## config.mk

```make
export PLATFORM = sky130hd
export DESIGN_NAME = uart_host_controller
export DESIGN_NICKNAME = d
export VERILOG_FILES = /design/src/rtl/uart_host_controller.sv
export SDC_FILE = /design/constraint.sdc
export NUM_CORES = 1
export LEC_CHECK = 0
export BUFFER_PORTS_ARGS = -buffer_cell sky130_fd_sc_hd__buf_2
export CAP_MARGIN = 10
export CORE_ASPECT_RATIO = 1.75
export CORE_MARGIN = 5
export CORE_UTILIZATION = 60
export DETAILED_ROUTE_END_ITERATION = 8
export PLACE_DENSITY = 0.79
export SLEW_MARGIN = 40
export SYNTH_ARGS = -nofsm -noshare
export SYNTH_HDL_FRONTEND = slang
export SYNTH_SLANG_ARGS = --single-unit
```

## constraint.sdc

```tcl
create_clock -name Clock -period 6.7 [get_ports Clock]
set_clock_uncertainty 0.2 [all_clocks]
set_input_delay 0 -clock Clock [delete_from_list [all_inputs] [get_ports Clock]]
set_output_delay 0 -clock Clock [all_outputs]
set_load 0.02 [all_outputs]
```

## src/rtl/uart_host_controller.sv

```systemverilog
// Host-side UART controller: TX FIFO paced by the UART baud tick, and an RX FIFO
// filled from HostInterrupt with the acknowledge handshake and sticky error flags.
module uart_host_controller #(
  parameter int FIFO_DEPTH  = 8,
  parameter int FRAME_TICKS = 10
) (
  input  logic       Clock,
  input  logic       Reset,
  input  logic [7:0] TxWriteData,
  input  logic       TxWriteValid,
  output logic       TxWriteReady,
  output logic [7:0] RxReadData,
  output logic       RxReadValid,
  input  logic       RxReadReady,
  output logic [7:0] UartInputData,
  output logic       UartSendCommand,
  input  logic       UartTick,
  input  logic [7:0] UartOutputData,
  input  logic       UartHostInterrupt,
  output logic       UartHostAcknowledge,
  input  logic [2:0] UartErrors,
  output logic [2:0] ErrorStatus,
  input  logic       ErrorClear,
  output logic       RxOverflow,
  output logic       TxBusy
);

  localparam int PtrW  = $clog2(FIFO_DEPTH);
  localparam int CntW  = $clog2(FIFO_DEPTH + 1);
  localparam int TickW = $clog2(FRAME_TICKS + 1);

  typedef enum logic [1:0] {TX_IDLE, TX_ARM, TX_WAIT} txStateT;
  typedef enum logic [1:0] {RX_IDLE, RX_CAPTURE, RX_ACK} rxStateT;

  // ---------------- TX FIFO ----------------
  logic [7:0]      txMem [FIFO_DEPTH];
  logic [PtrW-1:0] txWrPtr, txRdPtr;
  logic [CntW-1:0] txCount;
  logic            txFull, txEmpty, txPush, txPop;

  assign txFull       = (txCount == CntW'(FIFO_DEPTH));
  assign txEmpty      = (txCount == '0);
  assign txPush       = TxWriteValid & ~txFull;
  assign TxWriteReady = ~txFull;

  always_ff @(posedge Clock) begin
    if (txPush) txMem[txWrPtr] <= TxWriteData;
  end

  always_ff @(posedge Clock or negedge Reset) begin
    if (!Reset) begin
      txWrPtr <= '0;
      txRdPtr <= '0;
      txCount <= '0;
    end else begin
      if (txPush) txWrPtr <= txWrPtr + PtrW'(1);
      if (txPop)  txRdPtr <= txRdPtr + PtrW'(1);
      if (txPush && !txPop)      txCount <= txCount + CntW'(1);
      else if (!txPush && txPop) txCount <= txCount - CntW'(1);
    end
  end

  // ---------------- TX FSM ----------------
  txStateT          txState, txStateNext;
  logic [TickW-1:0] tickCount, tickCountNext;
  logic             tickPrev, tickRise;

  assign tickRise = UartTick & ~tickPrev;

  always_comb begin
    txStateNext   = txState;
    tickCountNext = tickCount;
    txPop         = 1'b0;
    case (txState)
      TX_IDLE: begin
        if (!txEmpty) begin
          txPop       = 1'b1;
          txStateNext = TX_ARM;
        end
      end
      TX_ARM: begin
        if (tickRise) begin
          tickCountNext = '0;
          txStateNext   = TX_WAIT;
        end
      end
      TX_WAIT: begin
        // The arming edge is not part of the frame count.
        if (tickRise) begin
          if (tickCount == TickW'(FRAME_TICKS - 1)) txStateNext = TX_IDLE;
          else tickCountNext = tickCount + TickW'(1);
        end
      end
      default: txStateNext = TX_IDLE;
    endcase
  end

  always_ff @(posedge Clock or negedge Reset) begin
    if (!Reset) begin
      txState       <= TX_IDLE;
      tickCount     <= '0;
      tickPrev      <= 1'b0;
      UartInputData <= '0;
    end else begin
      txState   <= txStateNext;
      tickCount <= tickCountNext;
      tickPrev  <= UartTick;
      if (txPop) UartInputData <= txMem[txRdPtr];
    end
  end

  assign UartSendCommand = (txState == TX_ARM);
  assign TxBusy          = (txState != TX_IDLE) | ~txEmpty;

  // ---------------- RX FIFO ----------------
  logic [7:0]      rxMem [FIFO_DEPTH];
  logic [PtrW-1:0] rxWrPtr, rxRdPtr, rxRdPtrNext;
  logic [CntW-1:0] rxCount, rxCountNext;
  logic            rxFull, rxEmpty, rxPush, rxPop, rxCapture;

  assign rxFull      = (rxCount == CntW'(FIFO_DEPTH));
  assign rxEmpty     = (rxCount == '0);
  assign rxPush      = rxCapture & ~rxFull;
  assign rxPop       = RxReadReady & ~rxEmpty;
  assign RxReadValid = ~rxEmpty;

  always_comb begin
    rxRdPtrNext = rxPop ? rxRdPtr + PtrW'(1) : rxRdPtr;
    rxCountNext = rxCount;
    if (rxPush && !rxPop)      rxCountNext = rxCount + CntW'(1);
    else if (!rxPush && rxPop) rxCountNext = rxCount - CntW'(1);
  end

  always_ff @(posedge Clock) begin
    if (rxPush) rxMem[rxWrPtr] <= UartOutputData;
  end

  // Head register bypasses the incoming byte when it lands in the next head slot.
  always_ff @(posedge Clock or negedge Reset) begin
    if (!Reset) begin
      rxWrPtr    <= '0;
      rxRdPtr    <= '0;
      rxCount    <= '0;
      RxReadData <= '0;
    end else begin
      if (rxPush) rxWrPtr <= rxWrPtr + PtrW'(1);
      rxRdPtr <= rxRdPtrNext;
      rxCount <= rxCountNext;
      if (rxCountNext == '0)                 RxReadData <= '0;
      else if (rxPush && rxWrPtr == rxRdPtrNext) RxReadData <= UartOutputData;
      else                                   RxReadData <= rxMem[rxRdPtrNext];
    end
  end

  // ---------------- RX FSM ----------------
  rxStateT rxState, rxStateNext;
  logic    intMeta, intSync;

  always_comb begin
    rxStateNext = rxState;
    case (rxState)
      RX_IDLE:    if (intSync) rxStateNext = RX_CAPTURE;
      RX_CAPTURE: rxStateNext = RX_ACK;
      RX_ACK:     if (!intSync) rxStateNext = RX_IDLE;
      default:    rxStateNext = RX_IDLE;
    endcase
  end

  assign rxCapture           = (rxState == RX_CAPTURE);
  assign UartHostAcknowledge = (rxState == RX_ACK);

  always_ff @(posedge Clock or negedge Reset) begin
    if (!Reset) begin
      rxState     <= RX_IDLE;
      intMeta     <= 1'b0;
      intSync     <= 1'b0;
      ErrorStatus <= '0;
      RxOverflow  <= 1'b0;
    end else begin
      rxState <= rxStateNext;
      intMeta <= UartHostInterrupt;
      intSync <= intMeta;
      // A capture in the same cycle as ErrorClear keeps the newly captured flags.
      if (rxCapture)       ErrorStatus <= (ErrorClear ? 3'b000 : ErrorStatus) | UartErrors;
      else if (ErrorClear) ErrorStatus <= '0;
      if (rxCapture && rxFull) RxOverflow <= 1'b1;
      else if (ErrorClear)     RxOverflow <= 1'b0;
    end
  end

endmodule

```

==> qor.yml <==
cts_tree: "done"
ys_seq_elements: 179
critical_path_required_ns: 6.81
dp_slack_ns: 3.51
synth_ff_type: "edfxtp_1"
finalCriticalPeriod_ns: 3.20
yosysTopAreaCellShare_pct: 47.9
start_util_pct: 60.6
core_sq_um: 13200
fin_nets: 669
htreeDepth: 4
timing.hold.ws_ns: 0.0122
rows: 56
die_h_microns: 163
post_synth_fa_ha_maj_area_fraction_pct: 1.96
syn_to_final_growth_pct: 15.7
utilization_pct: 70.1
crit_path_cell_trace: "nor4_1, nand2b_1, ha_1, inv_1, ha_1, a21o_1, a21oi_1, xnor2_1, nor2_1, xor2_1"
max_stage_delay_ns: 0.64
clk_pin_slew_ns: 0.06
power_density_nw_per_um2: 452
r2r_slack_ns: 3.50
cts_buffers: 17
cts.path.max_buffers: 2
synth_xor_area_share_pct: 1.62
synth_fp_nets: 594
route.vias.total: 4886
synth-seq-area-share_pct: 63.8
place_inst: 760
synth.area.mux_share_pct: 14.1
crit_type: "flop to flop"
cts_setup_buffers: 0
final_cell_area_sq_um: 9290
min_path_cells: 2
overflow: 0
syn_inst: 556
place_congestion: 0.832
tightest_slew_ns: 0.800
dp_hpwl_microns: 11700
die_x_microns: 97.4
wl_met1_microns: 5780
top_layer_used: "met4"
vias_per_cell: 5.97
finalCritPeriodShare_pct: 47.8
post-route-drc-count: 0
crit_top_cell: "ha_1"
finalPower_mw: 4.19
r2r_start: "txCount[0]"
cts.sinks: 179
drt_pass1_iterations: 5
worst_path_max_delay_cell: "nand2b_1"
avgSynthCellArea_sq_um: 14.4
synth_edf_count: 128
worst_slack_ns: 3.50
crit_buf_inv: 1
cap_violations: 0
grt_pass1_wl_microns: 27000
met2WireLength_microns: 10300
cp-end-kind: "flop"
setup_viol: 0
cts-root-buf: "clkbuf_16"
drtIter0Drc: 263
peakVddDrop_mv: 0.267
slew_headroom_pct: 46.5
multi_input_area_sq_um: 2790
met3_length_microns: 686
grt_max_degree: 52
synthSimpleGateAreaFrac_pct: 8.28
async_reset_ff_share_pct: 28.5
ant_nets: 0
synth_top_family_by_area: "multiplexers"
power_leakage_nw: 3.47
layoutNonFillerInstCount: 818
post_drt_wl_per_cell_microns: 21.0
min_from: "UartHostInterrupt"
fillers: 870
whs_endpoint: "intMeta"
drive_above_1_share_pct: 21.6
hp-class: "input port to flop"
clk_latency_ns: 0.43
io_pins: 51
rr_endpoint: "txCount[3]"
synth-compound-area-share_pct: 8.07
grt_pass1_vias: 5145
startpoint_type: "flop"
r2r_cells: 10
dieArea_sq_um: 15900
worstPathArrival_ns: 3.32
ys_warn_count: 0
crit_fanout: 21
wirelength_microns: 17200
antenna_found_initial: 0
cpLargestDelayFamily: "simple AND/OR/NAND/NOR gates"
antenna_cells: 0
synth.distinct_cells: 53
rsz0062_at_grt: "false"
status: "finished clean"
place_area_sq_um: 8490
final.setup.tns_ns: 0
slew_viol_final: 0
hold_violations: 0
syn_area_sq_um: 8030
grt_usage_pct: 22.6
fmax_ghz: 0.312
port_buffers: 50
synth_top_cells_by_area: "edfxtp_1, dfrtp_1, mux2i_1, mux4_2, mux2_2"
final-seq-area_sq_um: 5120
yosysTopAreaCell: "edfxtp_1"
## area by class of cell
cell class / instances / area share (%)
clock inverter: 14 / 1.15
multi-input combinational: 336 / 30.0
tap: 174 / 2.34
clock buffer: 18 / 4.62
timing repair buffer: 85 / 6.23
sequential: 179 / 55.2
inverter: 12 / 0.485
## report_power, final
group / internal (mW) / switching (mW)
combinational: 0.706 / 0.931
sequential: 1.43 / 0.235
clock: 0.477 / 0.415
## Yosys cell counts, types with 2 or more instances
| master | number |
|---|---|
| buf_2 | 4 |
| mux4_2 | 16 |
| a221oi_4 | 2 |
| nand2_1 | 36 |
| dfrtp_1 | 51 |
| edfxtp_1 | 128 |
| a21oi_1 | 18 |
| and2_1 | 2 |
| mux2i_1 | 58 |
| a211oi_1 | 22 |
| xor2_1 | 5 |
| xnor2_1 | 8 |
| clkbuf_1 | 19 |
| nor4_1 | 4 |
| buf_6 | 2 |
| o221ai_1 | 2 |
| a221oi_1 | 7 |
| o22ai_1 | 9 |
| nor3_1 | 8 |
| ha_1 | 11 |
| nand2b_1 | 11 |
| inv_1 | 12 |
| buf_1 | 4 |
| nor2_1 | 27 |
| mux2_2 | 17 |
| nor2b_1 | 24 |
| nor3b_1 | 2 |
| o21ai_0 | 22 |
## worst max path at each step
stage	from	end	slack [ns]	cells after the start
finish	txCount[0]	txCount[3]	3.50	10
global route	txCount[0]	txCount[3]	3.23	10
CTS	txCount[1]	txCount[3]	3.45	10
detailed placement	txCount[0]	txCount[3]	3.51	10
global placement	txCount[0]	txCount[3]	3.56	10
floorplan	rxCount[1]	RxReadData[4]	3.99	10
## cell usage in the layout (no fill, tap or decap), drive strengths merged, types with 5 or more instances in the layout
cell type,instances
a221oi,9
a21oi,19
dlygate4sd3,26
nor4,5
mux2,17
xnor2,8
nand2b,11
nor2b,24
a211oi,23
nor3,8
mux4,16
mux2i,58
o21ai,22
buf,59
clkbuf,18
xor2,6
dfrtp,51
edfxtp,128
clkinv,6
nand2,36
ha,11
inv,16
o22ai,9
nor2,27
## timing repair
item,in CTS,in global routing
resized for setup,0,0
hold buffers,26,0
hold endpoints to repair,204,0
## registers in the layout, indices dropped and copies added, names as in the netlist, 4 cells and up
signal         cells
rxMem             64
txMem             64
RxReadData         8
UartInputData      8
rxCount            4
tickCount          4
txCount            4
## cell families after synthesis
group	after synthesis
xor+xnor	14
mux	91
simple gates	127
flops	179
buf+inv	41
fa+ha+maj	12
compound gates	92
## layer usage
metal / global-route usage (%) / vias to the layer above
li1: - / 2261
met1: 22.5 / 2454
met2: 44.5 / 129
met3: 4.33 / 42
met4: 10.1 / 0
met5: 0 / -
Power figures use the tool's default switching activity.
